<file path="src/rtl/alu_pkg.sv">
// Shared types for the pipelined integer ALU.
// funct_t opcodes, request bundle and result-source selector.
package alu_pkg;

  localparam int FUNCT_W    = 4;
  localparam int MAX_DATA_W = 64;
  localparam int MAX_TAG_W  = 32;

  typedef enum logic [FUNCT_W-1:0] {
    FN_ADD  = 4'd0,
    FN_SUB  = 4'd1,
    FN_MUL  = 4'd2,
    FN_MULH = 4'd3,
    FN_MULS = 4'd4,
    FN_AND  = 4'd5,
    FN_OR   = 4'd6,
    FN_XOR  = 4'd7,
    FN_SLL  = 4'd8,
    FN_SRL  = 4'd9,
    FN_SRA  = 4'd10,
    FN_SEQ  = 4'd11,
    FN_SLTU = 4'd12,
    FN_SLTS = 4'd13,
    FN_MUX  = 4'd14,
    FN_ADDC = 4'd15
  } funct_t;

  typedef logic [MAX_DATA_W-1:0] data_t;
  typedef logic [MAX_TAG_W-1:0]  tag_t;

  // Sized for the widest legal build; narrower
  // builds use the low bits of each field.
  typedef struct packed {
    funct_t funct;
    data_t  x;
    data_t  y;
    logic   carry;
    logic   select;
    data_t  mask;
    tag_t   tag;
  } alu_req_t;

  typedef enum logic [1:0] {
    SEL_ALU = 2'd0,
    SEL_LO  = 2'd1,
    SEL_HI  = 2'd2
  } res_sel_t;

  function automatic logic is_arith(funct_t f);
    return f inside {FN_ADD, FN_SUB, FN_ADDC};
  endfunction

endpackage

</file>
<file path="src/rtl/alu_mul_stage.sv">
// Two-register multiplier (DSP-mappable), signed or unsigned.
// Ports: clock, reset(async low), en, a, b, sgn -> p1 (1st reg), p2 (2nd reg).
module alu_mul_stage
  import alu_pkg::*;
#(
  parameter int W = 16
) (
  input  logic           clock,
  input  logic           reset,
  input  logic           en,
  input  logic [W-1:0]   a,
  input  logic [W-1:0]   b,
  input  logic           sgn,
  output logic [2*W-1:0] p1,
  output logic [2*W-1:0] p2
);

  logic signed [2*W-1:0] ax;
  logic signed [2*W-1:0] bx;
  logic signed [2*W-1:0] prod;

  // Extend to full product width so one
  // multiplier covers both signednesses.
  always_comb begin
    ax   = sgn ? {{W{a[W-1]}}, a} : {{W{1'b0}}, a};
    bx   = sgn ? {{W{b[W-1]}}, b} : {{W{1'b0}}, b};
    prod = ax * bx;
  end

  always_ff @(posedge clock or negedge reset) begin
    if (!reset) begin
      p1 <= '0;
      p2 <= '0;
    end else if (en) begin
      p1 <= prod;
      p2 <= p1;
    end
  end

endmodule

</file>
<file path="src/rtl/pipelined_alu.sv">
// 3-stage integer ALU with ready/valid flow control and tag passthrough.
// Ports: clock, reset(async low), io_in_* request, io_out_* result;
// `define ALU_FLAGS_EN adds io_zero / io_overflow.
module pipelined_alu
  import alu_pkg::*;
#(
  parameter  int DATA_W  = 16,
  parameter  int TAG_W   = 8,
  localparam int SHAMT_W = $clog2(DATA_W)
) (
  input  logic                clock,
  input  logic                reset,
  input  logic                io_in_valid,
  output logic                io_in_ready,
  input  logic [FUNCT_W-1:0]  io_in_funct,
  input  logic [DATA_W-1:0]   io_in_x,
  input  logic [DATA_W-1:0]   io_in_y,
  input  logic                io_in_carry,
  input  logic                io_in_select,
  input  logic [DATA_W-1:0]   io_in_mask,
  input  logic [TAG_W-1:0]    io_in_tag,
  output logic                io_out_valid,
  input  logic                io_out_ready,
  output logic [DATA_W-1:0]   io_out,
  output logic [2*DATA_W-1:0] io_mul_out,
  output logic                io_carry_out,
  output logic [TAG_W-1:0]    io_out_tag
`ifdef ALU_FLAGS_EN
  ,
  output logic                io_zero,
  output logic                io_overflow
`endif
);

  localparam int MSB = DATA_W - 1;

  logic en;
  logic v0, v1, v2;

  // One global enable: everything advances
  // unless the output is held by the consumer.
  assign en           = !v2 || io_out_ready;
  assign io_in_ready  = en;
  assign io_out_valid = v2;

  // S0: input register
  alu_req_t req_d, r0;

  always_comb begin
    req_d                    = '0;
    req_d.funct              = funct_t'(io_in_funct);
    req_d.x[DATA_W-1:0]      = io_in_x;
    req_d.y[DATA_W-1:0]      = io_in_y;
    req_d.carry              = io_in_carry;
    req_d.select             = io_in_select;
    req_d.mask[DATA_W-1:0]   = io_in_mask;
    req_d.tag[TAG_W-1:0]     = io_in_tag;
  end

  always_ff @(posedge clock or negedge reset) begin
    if (!reset) begin
      v0 <= 1'b0;
      r0 <= '0;
    end else if (en) begin
      v0 <= io_in_valid;
      r0 <= req_d;
    end
  end

  // Upper struct bits are constant zero here.
  logic unused_req;
  assign unused_req = ^r0;

  logic [DATA_W-1:0]  x0, y0, m0;
  logic [TAG_W-1:0]   t0;
  logic [SHAMT_W-1:0] sh0;

  assign x0  = r0.x[DATA_W-1:0];
  assign y0  = r0.y[DATA_W-1:0];
  assign m0  = r0.mask[DATA_W-1:0];
  assign t0  = r0.tag[TAG_W-1:0];
  assign sh0 = r0.y[SHAMT_W-1:0];

  // S1: compute
  logic [DATA_W-1:0] yop;
  logic              cin;
  logic [DATA_W:0]   sum;
  logic [DATA_W-1:0] res;
  logic              cy;
  res_sel_t          sel;
  logic              ovf;

  // SUB shares the adder as x + ~y + 1.
  always_comb begin
    yop = (r0.funct == FN_SUB) ? ~y0 : y0;
    cin = 1'b0;
    if (r0.funct == FN_SUB)  cin = 1'b1;
    if (r0.funct == FN_ADDC) cin = r0.carry;
    sum = {1'b0, x0} + {1'b0, yop}
        + {{DATA_W{1'b0}}, cin};
  end

  always_comb begin
    res = '0;
    cy  = 1'b0;
    sel = SEL_ALU;
    unique case (r0.funct)
      FN_ADD, FN_SUB, FN_ADDC: begin
        res = sum[DATA_W-1:0];
        cy  = sum[DATA_W];
      end
      FN_MUL:  sel = SEL_LO;
      FN_MULH: sel = SEL_HI;
      FN_MULS: sel = SEL_HI;
      FN_AND:  res = x0 & y0;
      FN_OR:   res = x0 | y0;
      FN_XOR:  res = x0 ^ y0;
      FN_SLL:  res = x0 << sh0;
      FN_SRL:  res = x0 >> sh0;
      FN_SRA:  res = $signed(x0) >>> sh0;
      FN_SEQ:  res = {{MSB{1'b0}}, x0 == y0};
      FN_SLTU: res = {{MSB{1'b0}}, x0 < y0};
      FN_SLTS: res = {{MSB{1'b0}},
                      $signed(x0) < $signed(y0)};
      FN_MUX:  res = r0.select ? y0 : x0;
      default: res = '0;
    endcase
  end

  // Signed overflow on the shared adder:
  // like-signed operands, result sign differs.
  always_comb begin
    ovf = 1'b0;
    if (is_arith(r0.funct))
      ovf = (x0[MSB] == yop[MSB])
         && (sum[MSB] != x0[MSB]);
  end

  logic [2*DATA_W-1:0] p1;

  alu_mul_stage #(
    .W (DATA_W)
  ) u_mul (
    .clock (clock),
    .reset (reset),
    .en    (en),
    .a     (x0),
    .b     (y0),
    .sgn   (r0.funct == FN_MULS),
    .p1    (p1),
    .p2    (io_mul_out)
  );

  logic [DATA_W-1:0] res1, m1;
  logic [TAG_W-1:0]  t1;
  logic              cy1;
  res_sel_t          sel1;
  logic              ovf1;

  always_ff @(posedge clock or negedge reset) begin
    if (!reset) begin
      v1   <= 1'b0;
      res1 <= '0;
      m1   <= '0;
      t1   <= '0;
      cy1  <= 1'b0;
      sel1 <= SEL_ALU;
      ovf1 <= 1'b0;
    end else if (en) begin
      v1   <= v0;
      res1 <= res;
      m1   <= m0;
      t1   <= t0;
      cy1  <= cy;
      sel1 <= sel;
      ovf1 <= ovf;
    end
  end

  // S2: result select, mask, output register
  logic [DATA_W-1:0] raw;
  logic [DATA_W-1:0] out_d;

  always_comb begin
    raw = res1;
    unique case (sel1)
      SEL_LO:  raw = p1[DATA_W-1:0];
      SEL_HI:  raw = p1[2*DATA_W-1:DATA_W];
      default: raw = res1;
    endcase
    out_d = raw & m1;
  end

  always_ff @(posedge clock or negedge reset) begin
    if (!reset) begin
      v2           <= 1'b0;
      io_out       <= '0;
      io_carry_out <= 1'b0;
      io_out_tag   <= '0;
    end else if (en) begin
      v2           <= v1;
      io_out       <= out_d;
      io_carry_out <= cy1;
      io_out_tag   <= t1;
    end
  end

`ifdef ALU_FLAGS_EN
  always_ff @(posedge clock or negedge reset) begin
    if (!reset) begin
      io_zero     <= 1'b0;
      io_overflow <= 1'b0;
    end else if (en) begin
      io_zero     <= (out_d == '0);
      io_overflow <= ovf1;
    end
  end
`else
  logic unused_ovf;
  assign unused_ovf = ovf1;
`endif

endmodule

</file>
<file path="config.mk">
export PLATFORM = sky130hd
export DESIGN_NAME = pipelined_alu
export DESIGN_NICKNAME = d
export VERILOG_FILES = /design/src/rtl/alu_pkg.sv /design/src/rtl/alu_mul_stage.sv /design/src/rtl/pipelined_alu.sv
export SDC_FILE = /design/constraint.sdc
export NUM_CORES = 2
export LEC_CHECK = 0
export ABC_AREA = 1
export CAP_MARGIN = 20
export CELL_PAD_IN_SITES_DETAIL_PLACEMENT = 0
export CELL_PAD_IN_SITES_GLOBAL_PLACEMENT = 2
export CORE_ASPECT_RATIO = 2
export CORE_MARGIN = 2
export CORE_UTILIZATION = 34
export DETAILED_ROUTE_END_ITERATION = 16
export HOLD_SLACK_MARGIN = 0.1
export PLACE_DENSITY_LB_ADDON = 0.25
export SLEW_MARGIN = 5
export SYNTH_ARGS = -nofsm -noshare
export SYNTH_HDL_FRONTEND = slang
export SYNTH_SLANG_ARGS = --single-unit
</file>
<file path="constraint.sdc">
create_clock -name clock -period 7.31 [get_ports clock]
set_input_delay 1.0965 -clock clock [delete_from_list [all_inputs] [get_ports clock]]
set_output_delay 1.0965 -clock clock [all_outputs]
set_load 0.05 [all_outputs]
</file>
==> summary.txt <==
Logic synthesis
  • EDFF count, synth: 0
  • Post-synth ARST share: 100.0%
  • Post-synthesis cell count: 3183
  • Sequential area share after synthesis: 19.81%
  • Syn_nets: 3794
  • Count of state elements after synthesis: 197
  • Synth cell types: 49
  • Yosys warns: 0
  • Post-Syn Area: 24890 sq um
  • Syn avg cell area: 7.819 sq um
  • Ys flop type: dfrtp_1

Layout
  • Final instance area: 28910 sq um
  • Sequential Area: 4935 sq um
  • Commonest non-fill, non-tap cells in the layout: nand2_1 (794), inv_1 (708), fa_1 (323), o21ai_0 (255), ha_1 (201)
  • Area Growth Syn to Fin: 16.18%
  • Nets: 3961
  • Diode count: 0
  • Share of layout cells above drive strength 1: 8.861%
  • Area of the multi-input gates: 16940 sq um
  • Most common cell after layout, fill and taps aside: nand2_1
  • FILL cells: 7608

Timing
  • Slew HR: 35.02%
  • Tightest Pin Transition: 0.9747 ns
  • Fin crit share: 97.79%
  • FMAX: 139.9 MHz
  • Setup violators final: 0
  • Final Hold Fails: 0
  • Max Slew Vio Count: 0
  • RSZ-0062 raised after global routing: yes
  • Fin crit period: 7.148 ns
  • Worst Skew: 0.03802 ns

Setup path
  • Worst Setup SP: r0[226]$_DFFE_PN0P_
  • Worst path depth: 25
  • Critical-path top delay cell: fa_2
  • Most numerous cell on the critical path: fa_1
  • WP buf/inv: 9
  • CP max stage delay: 0.57 ns
  • Critical path endpoint: u_mul.p1[30]$_DFFE_PN0P_
  • CP Class: flip-flop to flip-flop
  • Critical path arrival: 7.51 ns
  • Required time worst endpoint: 7.67 ns
  • Reg2reg start: r0[226]$_DFFE_PN0P_
  • FF-to-FF path depth: 25
  • Crit-path leading delay family: adder cells
  • Crit end category: flip-flop
  • Reg2reg end: u_mul.p1[30]$_DFFE_PN0P_
  • Worst setup SP type: flip-flop
  • R2R setup slack: 0.16 ns
  • CP Max Fanout: 8

GRT
  • Total grt overflow: 0
  • First-pass GRT wire length: 146.8 mm
  • Gr usage total: 26.77%
  • Initial antenna violation count: 0
  • Largest net degree at the start of global routing: 148
  • Vias in the first global route: 23.04k

Clock tree
  • Clock-pin slew on the worst setup and hold paths: 0.10 ns
  • CTS Root Cell: clkbuf_16
  • CTS max path bufs: 2
  • CTS tree: built
  • Number of buffers created by CTS: 17
  • CTS sink count: 197
  • Clock latency on the worst-skew pair: 0.51 ns
  • Maximum level of the CTS H-tree: 4

Routing
  • Starting DRT DRC Count: 1145
  • # DRC: 0
  • Routed vias: 21.49k
  • Final wirelength: 99.06 mm
  • Antenna-violating nets left: 0
  • First-pass iteration count of the detailed router: 5
  • Detailed-route wire length per cell: 23.11 um
  • Via density per instance: 5.015

Floorplanning
  • Chip Height: 386.6 um
  • # IOs: 125
  • Initial Utilization: 34.23%
  • Rows: 140
  • Die Wd: 195.3 um
  • Core Area: 72690 sq um
  • DIE AREA: 75510 sq um

Status
  • Outcome: complete, no violations

Worst hold path
  • Worst hold start: t1[1]$_DFFE_PN0P_
  • Type of the most critical hold path: flip-flop to flip-flop

Placed design
  • Area of placed instances: 27980 sq um
  • Gpl congestion: 0.9816
  • Post-DP HPWL: 82.86 mm
  • Port Buffers: 124

Flow run
  • Max-cap viol count: 0
## worst register-to-register path: cells and delay by family, from the launching register on
kind	cells	cell delay, ns
simple gates	5	0.88
flops	1	0.41
buf+inv	9	0.94
fa+ha+maj	9	4.48
compound gates	2	0.30
## layer usage
metal / routed length, um / vias up / GRT usage (%)
met4: 8764 / 0 / 20.26
met1: 34270 / 10696 / 27.58
met5: 0 / - / 0
met3: 2694 / 229 / 2.380
li1: - / 10000 / -
met2: 53330 / 568 / 49.66
## cells in the mapped netlist (6+ instances only)
| cell type | number | share of area, % |
|---|---|---|
| nand4_1 | 12 | 0.30 |
| clkbuf_1 | 108 | 1.6 |
| nor3_1 | 14 | 0.28 |
| o21ai_1 | 8 | 0.16 |
| o2111ai_1 | 10 | 0.35 |
| or2_2 | 13 | 0.33 |
| nand3_1 | 86 | 1.7 |
| nand2_2 | 6 | 0.15 |
| dfrtp_1 | 197 | 20 |
| o21ai_0 | 256 | 5.1 |
| a211oi_1 | 21 | 0.63 |
| xor2_1 | 30 | 1.1 |
| buf_1 | 19 | 0.29 |
| inv_1 | 714 | 11 |
| buf_2 | 9 | 0.18 |
| fa_1 | 336 | 27 |
| o22ai_1 | 28 | 0.70 |
| ha_1 | 209 | 11 |
| nor2_1 | 107 | 1.6 |
| nand2_1 | 796 | 12 |
| a21o_1 | 7 | 0.21 |
| xnor2_1 | 20 | 0.70 |
| a21oi_1 | 102 | 2.1 |
| o21bai_1 | 7 | 0.21 |
| o211ai_1 | 6 | 0.18 |
## worst min-delay path by stage
| stage | endpoint | slack (ns) | cells after the start |
|---|---|---|---|
| after floorplan | io_out_valid$_DFFE_PN0P_ | 0.42 | 2 |
| after global placement | io_out_valid$_DFFE_PN0P_ | 0.43 | 2 |
| after detailed placement | io_out_valid$_DFFE_PN0P_ | 0.45 | 2 |
| after CTS | m1[7]$_DFFE_PN0P_ | 0.47 | 2 |
| after global routing | m1[7]$_DFFE_PN0P_ | 0.49 | 2 |
| final | io_out_tag[1]$_DFFE_PN0P_ | 0.46 | 2 |
## cell families after synthesis
family,count (synthesis),synth area share (%)
compound gates,474,10.58
flops,197,19.81
fa+ha+maj,545,37.54
simple gates,1056,17.20
xor+xnor,50,1.760
mux,3,0.1257
buf+inv,858,12.99
## flip-flops by register name, summed over array words and instances (netlist names)
| register | count |
|---|---|
| sel1 | 2 |
| u_mul.p2 | 32 |
| cy1 | 1 |
| r0 | 46 |
| v1 | 1 |
| m0 | 16 |
| t1 | 8 |
| u_mul.p1 | 32 |
| io_carry_out | 1 |
| io_out | 16 |
| res1 | 16 |
| io_out_valid | 1 |
| io_out_tag | 8 |
| v0 | 1 |
| m1 | 16 |
## what timing repair did
action                                  in CTS  in global routing
hold buffers                                 0                  0
endpoints found under the setup margin       6                  9
hold endpoints to repair                     0                  0
buffers inserted                             2                  5
pin swaps                                    1                 25
gates resized for setup                     11                 56
## through the flow
stage                     utilization [%]  setup slack [ns]  hold WS (ns)  setup TNS (ns)  instances
after floorplan                         -            0.2449        0.4198               0       3183
after global placement              38.48           -0.2062        0.4296         -0.4222       4247
after detailed placement            38.48           -0.2249        0.4479         -0.6116       4247
after CTS                           39.46          0.003122        0.4719               0       4281
after global routing                39.77          -0.04637        0.4889         -0.1414       4286
final                               39.77            0.1618        0.4650               0       4286
## final cells by class
type	instances	area share [%]
clock buffers	17	1.471
clock inverters	15	0.8179
inverters	722	9.390
multi-input cells	2128	58.60
flip-flops and latches	197	17.07
well taps	923	3.994
repair buffers	284	8.659
Power is not shown: default switching activity piles up to over one toggle a cycle in this logic, so the estimate is an artifact.
